### config.mk
export PLATFORM = sky130hd
export DESIGN_NAME = muldiv_sequencer
export DESIGN_NICKNAME = d
export VERILOG_FILES = /design/src/rtl/muldiv_pkg.sv /design/src/rtl/muldiv_sequencer.sv
export SDC_FILE = /design/constraint.sdc
export NUM_CORES = 1
export LEC_CHECK = 0
export BUFFER_PORTS_ARGS = -buffer_cell sky130_fd_sc_hd__buf_2
export CORE_UTILIZATION = 58
export DETAILED_ROUTE_END_ITERATION = 7
export PLACE_DENSITY = 0.83
export SLEW_MARGIN = 30
export SYNTH_ARGS = -nofsm -noshare
export SYNTH_HDL_FRONTEND = slang
export SYNTH_SLANG_ARGS = --single-unit
### constraint.sdc
create_clock -name clk -period 6.1 [get_ports clk]
set_input_delay 0.915 -clock clk [delete_from_list [all_inputs] [get_ports clk]]
set_output_delay 0.915 -clock clk [all_outputs]
set_load 0.03 [all_outputs]
### src/rtl/muldiv_pkg.sv
// muldiv_pkg: ALU control codes, MIPS mul/div op encodings and sequencer states.
package muldiv_pkg;
  localparam logic [3:0] ALU_AND  = 4'b0000;
  localparam logic [3:0] ALU_OR   = 4'b0001;
  localparam logic [3:0] ALU_ADD  = 4'b0010;
  localparam logic [3:0] ALU_SLL  = 4'b0011;
  localparam logic [3:0] ALU_SRL  = 4'b0100;
  localparam logic [3:0] ALU_SUB  = 4'b0110;
  localparam logic [3:0] ALU_SLT  = 4'b0111;
  localparam logic [3:0] ALU_SLTU = 4'b1011;
  localparam logic [3:0] ALU_NOR  = 4'b1100;

  localparam logic [1:0] OP_MULT  = 2'b00;
  localparam logic [1:0] OP_MULTU = 2'b01;
  localparam logic [1:0] OP_DIV   = 2'b10;
  localparam logic [1:0] OP_DIVU  = 2'b11;

  typedef enum logic [2:0] {
    S_IDLE,
    S_ABS_A,
    S_ABS_B,
    S_ITER,
    S_FIX_LO,
    S_FIX_HI,
    S_DONE
  } state_t;
endpackage

### src/rtl/muldiv_sequencer.sv
// muldiv_sequencer: MULT/MULTU/DIV/DIVU on a shared external ALU, one ALU op per cycle,
// sign-magnitude: abs both operands, 32 shift-add / restoring-divide steps, then sign fix.
module muldiv_sequencer
  import muldiv_pkg::*;
#(
  parameter int ITERS = 32
) (
  input  logic        clk,
  input  logic        rst_n,
  input  logic        start_valid,
  output logic        start_ready,
  input  logic [1:0]  op,
  input  logic [31:0] rs_val,
  input  logic [31:0] rt_val,
  output logic        alu_req,
  output logic [31:0] alu_a,
  output logic [31:0] alu_b,
  output logic [3:0]  alu_ctrl,
  input  logic [31:0] alu_result,
  output logic        busy,
  output logic        done,
  output logic [31:0] hi,
  output logic [31:0] lo,
  output logic        div_by_zero
);
  localparam int CW = $clog2(ITERS);

  state_t          r_state;
  logic            r_div;
  logic            r_sgn_a;
  logic            r_sgn_b;
  logic [31:0]     r_a;
  logic [31:0]     r_b;
  logic [31:0]     r_hi;
  logic [31:0]     r_lo;
  logic [CW-1:0]   r_cnt;
  logic            r_dbz;

  logic [31:0]     w_s;
  logic            w_m;
  logic            w_borrow;
  logic            w_carry;
  logic            w_neg_q;
  logic            w_dbz;

  assign w_s      = {r_hi[30:0], r_lo[31]};
  assign w_m      = r_hi[31];
  assign w_borrow = w_s < r_b;
  assign w_carry  = alu_result < alu_a;
  assign w_neg_q  = r_sgn_a ^ r_sgn_b;
  assign w_dbz    = op[1] & (rt_val == '0);

  assign start_ready = (r_state == S_IDLE) | (r_state == S_DONE);
  assign busy        = ~start_ready;
  assign alu_req     = busy;
  assign done        = r_state == S_DONE;
  assign hi          = r_hi;
  assign lo          = r_lo;
  assign div_by_zero = r_dbz;

  always_comb begin
    alu_a    = '0;
    alu_b    = '0;
    alu_ctrl = ALU_ADD;
    case (r_state)
      S_ABS_A: begin
        alu_ctrl = r_sgn_a ? ALU_SUB : ALU_ADD;
        alu_a    = r_sgn_a ? '0 : r_a;
        alu_b    = r_sgn_a ? r_a : '0;
      end
      S_ABS_B: begin
        alu_ctrl = r_sgn_b ? ALU_SUB : ALU_ADD;
        alu_a    = r_sgn_b ? '0 : r_b;
        alu_b    = r_sgn_b ? r_b : '0;
      end
      S_ITER: begin
        alu_ctrl = r_div ? ALU_SUB : ALU_ADD;
        alu_a    = r_div ? w_s : r_hi;
        alu_b    = r_div ? r_b : (r_lo[0] ? r_a : '0);
      end
      S_FIX_LO: begin
        alu_ctrl = w_neg_q ? ALU_SUB : ALU_ADD;
        alu_a    = w_neg_q ? '0 : r_lo;
        alu_b    = w_neg_q ? r_lo : '0;
      end
      S_FIX_HI: begin
        // LO is already negated here; it is zero exactly when the pre-fix LO was zero
        alu_ctrl = (r_div & r_sgn_a) ? ALU_SUB : ALU_ADD;
        alu_a    = r_div ? (r_sgn_a ? '0 : r_hi) : (w_neg_q ? ~r_hi : r_hi);
        alu_b    = r_div ? (r_sgn_a ? r_hi : '0) : {31'b0, w_neg_q & (r_lo == '0)};
      end
      default: ;
    endcase
  end

  always_ff @(posedge clk) begin
    if (!rst_n) begin
      r_state <= S_IDLE;
      r_div   <= 1'b0;
      r_sgn_a <= 1'b0;
      r_sgn_b <= 1'b0;
      r_a     <= '0;
      r_b     <= '0;
      r_hi    <= '0;
      r_lo    <= '0;
      r_cnt   <= '0;
      r_dbz   <= 1'b0;
    end else begin
      case (r_state)
        S_IDLE, S_DONE: begin
          r_state <= S_IDLE;
          if (start_valid) begin
            r_div   <= op[1];
            r_sgn_a <= ~op[0] & rs_val[31];
            r_sgn_b <= ~op[0] & rt_val[31];
            r_a     <= rs_val;
            r_b     <= rt_val;
            r_dbz   <= w_dbz;
            r_state <= w_dbz ? S_DONE : S_ABS_A;
            if (w_dbz) begin
              r_hi <= rs_val;
              r_lo <= '1;
            end
          end
        end
        S_ABS_A: begin
          r_a     <= alu_result;
          r_state <= S_ABS_B;
        end
        S_ABS_B: begin
          r_b     <= alu_result;
          r_hi    <= '0;
          r_lo    <= r_div ? r_a : alu_result;
          r_cnt   <= '0;
          r_state <= S_ITER;
        end
        S_ITER: begin
          if (r_div) begin
            r_hi <= (w_m | ~w_borrow) ? alu_result : w_s;
            r_lo <= {r_lo[30:0], w_m | ~w_borrow};
          end else begin
            {r_hi, r_lo} <= {w_carry, alu_result, r_lo[31:1]};
          end
          r_cnt   <= r_cnt + 1'b1;
          r_state <= (r_cnt == CW'(ITERS - 1)) ? S_FIX_LO : S_ITER;
        end
        S_FIX_LO: begin
          r_lo    <= alu_result;
          r_state <= S_FIX_HI;
        end
        S_FIX_HI: begin
          r_hi    <= alu_result;
          r_state <= S_DONE;
        end
        default: r_state <= S_IDLE;
      endcase
    end
  end
endmodule

# == After elaboration in Yosys (flattened, before gate mapping) ==
# Index checks and enable logic that the tools add are counted.
# totals
out_inout_bits,137
regBits,140
input_bits,101
elab_cells,89
# op_classes
order_cmp,2
n_addsub,1
reduce_logical,14
n_eq_ne,9
n_bitwise,12
muxes,41
# ops
op,n
$mux W32,24
$pmux W32 S5,2
$pmux W32 S4,2
$pmux W32 S2,2
$logic_not A32 Y1,2
$lt A32 B32 Y1,2
$not A32 Y32,1
$mux W3,8
$pmux W3 S6,1
$pmux W3 S5,1
$pmux W5 S2,1
$eq A3 B3 Y1 const B,3
$reduce_bool A4 Y1,2
$eq A3 B2 Y1 const B,2
$reduce_and A2 Y1,3
$reduce_and A3 Y1,2
$reduce_bool A2 Y1,3
$add A5 B1 Y5 const B,1
$and A1 B1 Y1,5
$eq A5 B5 Y1 const B,1
$ne A2 B2 Y1 const B,2
$eq A3 B1 Y1 const B,1
$logic_not A3 Y1,1
$not A1 Y1,3
other kinds (3),4

# == Longest topological paths before layout ==
# logic_depth
word_depth,7
depth_mapped,17
depth_no_buf,15

# == Worst setup path before layout ==
# OpenSTA, ideal clock, no wires.
# synth_path
path_kind,register to register
startpoint,register r_state[2]
endpoint,"register r_hi[31], in the netlist hi[31]"
period_less_slack_ns,3.003
required_time_ns,6.035
path_stages_with_launch,16
slack_ns,3.097
arrival_ns,2.938
setup_time_ns,0.065
n_path_buf,2
cell_sequence,dfxtp_1 -> buf_2 -> or3b_1 -> nor2_1 -> clkbuf_1 -> a22oi_1 -> and4_1 -> ha_1 -> o21ai_0 -> o21a_1 -> o21ai_0 -> a2111oi_0 -> o21ai_1 -> nand2_1 -> a211oi_1 -> nor2_1
# synth_between
elab_chain_cells,5
word_cells_on_any_way,16
classes_between,1 x order compare; 8 x eq/ne; 3 x mux; 4 x reduce/logical
# synth_rtl
element,line,text
from (decl),muldiv_sequencer.sv:28,state_t r_state;
from (signal assigned),muldiv_sequencer.sv:119,r_state <= w_dbz ? S_DONE : S_ABS_A;
from (signal assigned),muldiv_sequencer.sv:145,r_state <= (r_cnt == CW'(ITERS - 1)) ? S_FIX_LO : S_ITER;
"$eq A3 B3 Y1, or another cell as far along","muldiv_sequencer.sv:65, muldiv_sequencer.sv:109",
$pmux W32 S5,muldiv_sequencer.sv:65,case (r_state)
$lt A32 B32 Y1,muldiv_sequencer.sv:49,assign w_carry = alu_result < alu_a;
$mux W32,muldiv_sequencer.sv:138,if (r_div) begin
$pmux W32 S4,muldiv_sequencer.sv:109,case (r_state)
to (signal assigned),muldiv_sequencer.sv:121,r_hi <= rs_val;
to (signal assigned),muldiv_sequencer.sv:139,r_hi <= (w_m | ~w_borrow) ? alu_result : w_s;
to (signal assigned),muldiv_sequencer.sv:142,"{r_hi, r_lo} <= {w_carry, alu_result, r_lo[31:1]};"
to (decl),muldiv_sequencer.sv:34,logic [31:0] r_hi;
# Parallel ways exist; a longest one is shown, timed or not.
# A chain may end at the register's enable or synchronous reset.

# == Worst setup path in the final report ==
# layout_path
startpoint,register r_state[1]
endpoint,output port alu_b[12]
# layout_between
elab_chain_cells,2
word_cells_on_any_way,6
classes_between,5 x eq/ne; 1 x mux
# layout_rtl
element,line,text
"$eq A3 B3 Y1, or another cell as far along",muldiv_sequencer.sv:65,
$pmux W32 S5 *,muldiv_sequencer.sv:65,
to (decl),muldiv_sequencer.sv:17,"output logic [31:0] alu_b,"
# Every way passes the cells marked *; elsewhere a longest branch is shown, timed or not.

==> results.txt <==
Port Buffers: 234
Synth Instances: 1,652
Fin crit share: 77.2%
Endpoint required time on the critical path: 5.18 ns
Hold-critical path depth: 2
Crit Path Category: flop to output port
CTS tree: built
Final WL: 44.9 mm
Dpl ws: 1.80 ns
Global-route wire length before repair: 70.3 mm
Core ar.: 20,200 um^2
Crit path max-delay family: simple AND/OR/NAND/NOR gates
Comb power frac: 35.9%
DIE AREA: 21,100 um^2
Clock Path Buffers: 2
Placed Cells: 2,039
Fin crit period: 4.71 ns
Clock Skew: 0.00831 ns
Number of H-tree levels: 4
Top post-synthesis cells by area: dfxtp_1 (24%), nand2_1 (7.3%), ha_1 (6.7%), mux2i_1 (6.7%), nor2_1 (6.0%)
Postcts setup bufs: 0
Ant. Diodes: 0
Setup TNS: 0 ns
Simple-Gate Fraction of Synth Area: 18.9%
Cell leakage power: 6.11 nW
CTS buffer count: 17
Yosys top cell by area: dfxtp_1
Clk root buf: clkbuf_16
Post-Syn Area: 11,900 um^2
Rows: 52
Drt via density: 6.82
Reg power frac: 34.5%
Register bit total from synthesis: 140
Final non-filler cell total: 2,071
Final core occ: 67.3%
Yosys warns: 0
Max-Cap Viols: 0
Yosys cell types: 65
Register area share after synthesis: 23.6%
CP peak stage delay: 0.73 ns
Mean post-synth cell area: 7.20 um^2
Filler cells: 1,702
Cell-internal power: 2.07 mW
Worst path depth: 7
Slew @ Worst Pin: 1.03 ns
Main combinational cell family by area after synthesis: compound AO/OA/AOI/OAI gates
Post-synth top cells: nand2_1 (232), nor2_1 (189), dfxtp_1 (140), o21ai_0 (131), clkbuf_1 (102)
CP max stage cell: o32ai_4
Switch share: 40.0%
Reg2Reg Depth: 8
Gr usage total: 41.6%
Skew-Pair Late Insertion Delay: 0.43 ns
PD cells: 254 nW/um^2
Total number of vias: 14.1k
Fin worst setup slack: 1.39 ns
Post-synth EDFFs: 0
Clock network power share: 29.6%
Min-delay src: div_by_zero
DRC errors left: 0
Slew Limit Headroom: 31.2%
Clk pin slew, worst setup/hold paths: 0.06 ns
Clock Sinks: 140
RSZ-0062 raised after global routing: no
R2r startpoint: r_state[1]
Chip Height: 145 um
ANT nets after route: 0
Number of global-route vias before repair: 13.0k
CP dominant cell by count: nand2_1
Register-to-Register Setup Slack: 1.50 ns
Top FF cell, synth: dfxtp_1
Layout cell share with drive strength beyond 1: 19.5%
Initial Utilization: 59.0%
Post-Synth Adder-Cell Area: 6.73%
I/O pin count: 238
Max Slew Vio Count: 0
XOR/XNOR share of the synthesized area: 1.25%
Worst-path cell chain: nor2b_4 -> nand2_2 -> o32ai_4 -> buf_4 -> nand2_1 -> nand2_1 -> buf_2
HPWL Detailed: 29.2 mm
Pin count of the biggest net entering global routing: 86
Crit path max fanout: 25
Hold Fails Final Rpt: 0
Die W: 145 um
Psw: 1.38 mW
CP startpoint: r_state[1]
Compound-cell area share of the yosys netlist: 32.7%
Fmax: 0.212 GHz
P&R area growth vs syn: 14.1%
Count leader, synth: nand2_1
CP bufs+invs: 2
Grt total ovfl: 0
Crit. End Element: output port
Pre-Repair DR Iteration Count: 8
Mux contribution to synthesized area: 8.24%
Asr flop ratio synth: 0%
Final setup viols: 0
Drt wl/cell: 21.7 um
DRT iter0 DRCs: 2,334
Status: finished clean
Hold buffer count at cts: 0
CTS resizes: 0
RD Place Congestion: 0.940
Synth top area share: 23.6%
Startpoint types: flop
Post-layout net count: 1,953
Initial antenna violation count: 0
Max VDD drop: 0.000184 V
Critical Path AT: 3.79 ns
Hold crit path type: flop to flop
-- worst paths after layout --
| check | endpoint |
|---|---|
| worst min-delay path | div_by_zero |
| worst min register to register | div_by_zero |
| worst max-delay path | alu_b[12] |
| worst max register to register | hi[27] |
-- cells by family after synthesis --
group | Yosys count
adder cells (fa/ha/maj) | 64
buffers and inverters | 244
flip-flops | 140
multiplexers | 96
XOR/XNOR | 17
AO/OA/AOI/OAI | 569
other | 2
AND/OR/NAND/NOR | 520
-- through the flow --
stage / area (um^2) / hold slack [ns] / power [mW]
after floorplan: 11900 / 0.445 / 2.06
after global placement: 13000 / 0.455 / 2.36
after detailed placement: 13000 / 0.462 / 2.39
after CTS: 13600 / 0.471 / 3.41
after global routing: 13600 / 0.488 / 3.59
final: 13600 / 0.466 / 3.45
-- power groups by stage --
stage	Clock [mW]	Sequential, mW	Combinational (mW)
final	1.02	1.19	1.24
after detailed placement	0	1.19	1.20
after CTS	1.02	1.18	1.21
after floorplan	0	1.21	0.850
after global routing	1.06	1.20	1.33
after global placement	0	1.19	1.17
-- worst min-delay path, cell delays in order, from the launching register on --
cell and delay (ns):
dfxtp_1 0.31, nand2_1 0.04, a21boi_0 0.06
-- cells in the final DEF, fill, tap and decap left out, types with 63 or more instances in the layout --
master / netlist / layout
inv_1: 99 / 99
o211ai_1: 63 / 63
dfxtp_1: 140 / 138
buf_2: 26 / 234
ha_1: 64 / 64
nor2_1: 189 / 185
mux2i_1: 80 / 80
o21ai_0: 131 / 131
nand2_1: 232 / 231
a21oi_1: 77 / 76
-- layer usage --
layer | vias to the layer above | share of wire, % | global-route usage (%)
li1 | 6242 | - | -
met1 | 6478 | 38 | 54.7
met2 | 1184 | 42 | 62.1
met3 | 213 | 14 | 10.1
met4 | 0 | 5.2 | 23.2
met5 | - | 0 | 0
-- final cells by class --
class,count,area [um^2],area share [%]
inverters,100,375,2.76
repair buffers,260,1370,10.1
clock buffers,24,462,3.40
multi-input cells,1269,8140,59.9
flip-flops and latches,140,2810,20.7
well taps,270,338,2.49
clock inverters,8,93.8,0.691
-- flip-flops by register name, indices dropped and copies added (netlist names) --
signal	count
r_state	3
r_b	32
r_div	1
div_by_zero	1
hi	32
lo	32
r_cnt	5
r_sgn_b	1
r_a	32
r_sgn_a	1
(Power assumes the default switching activity.)
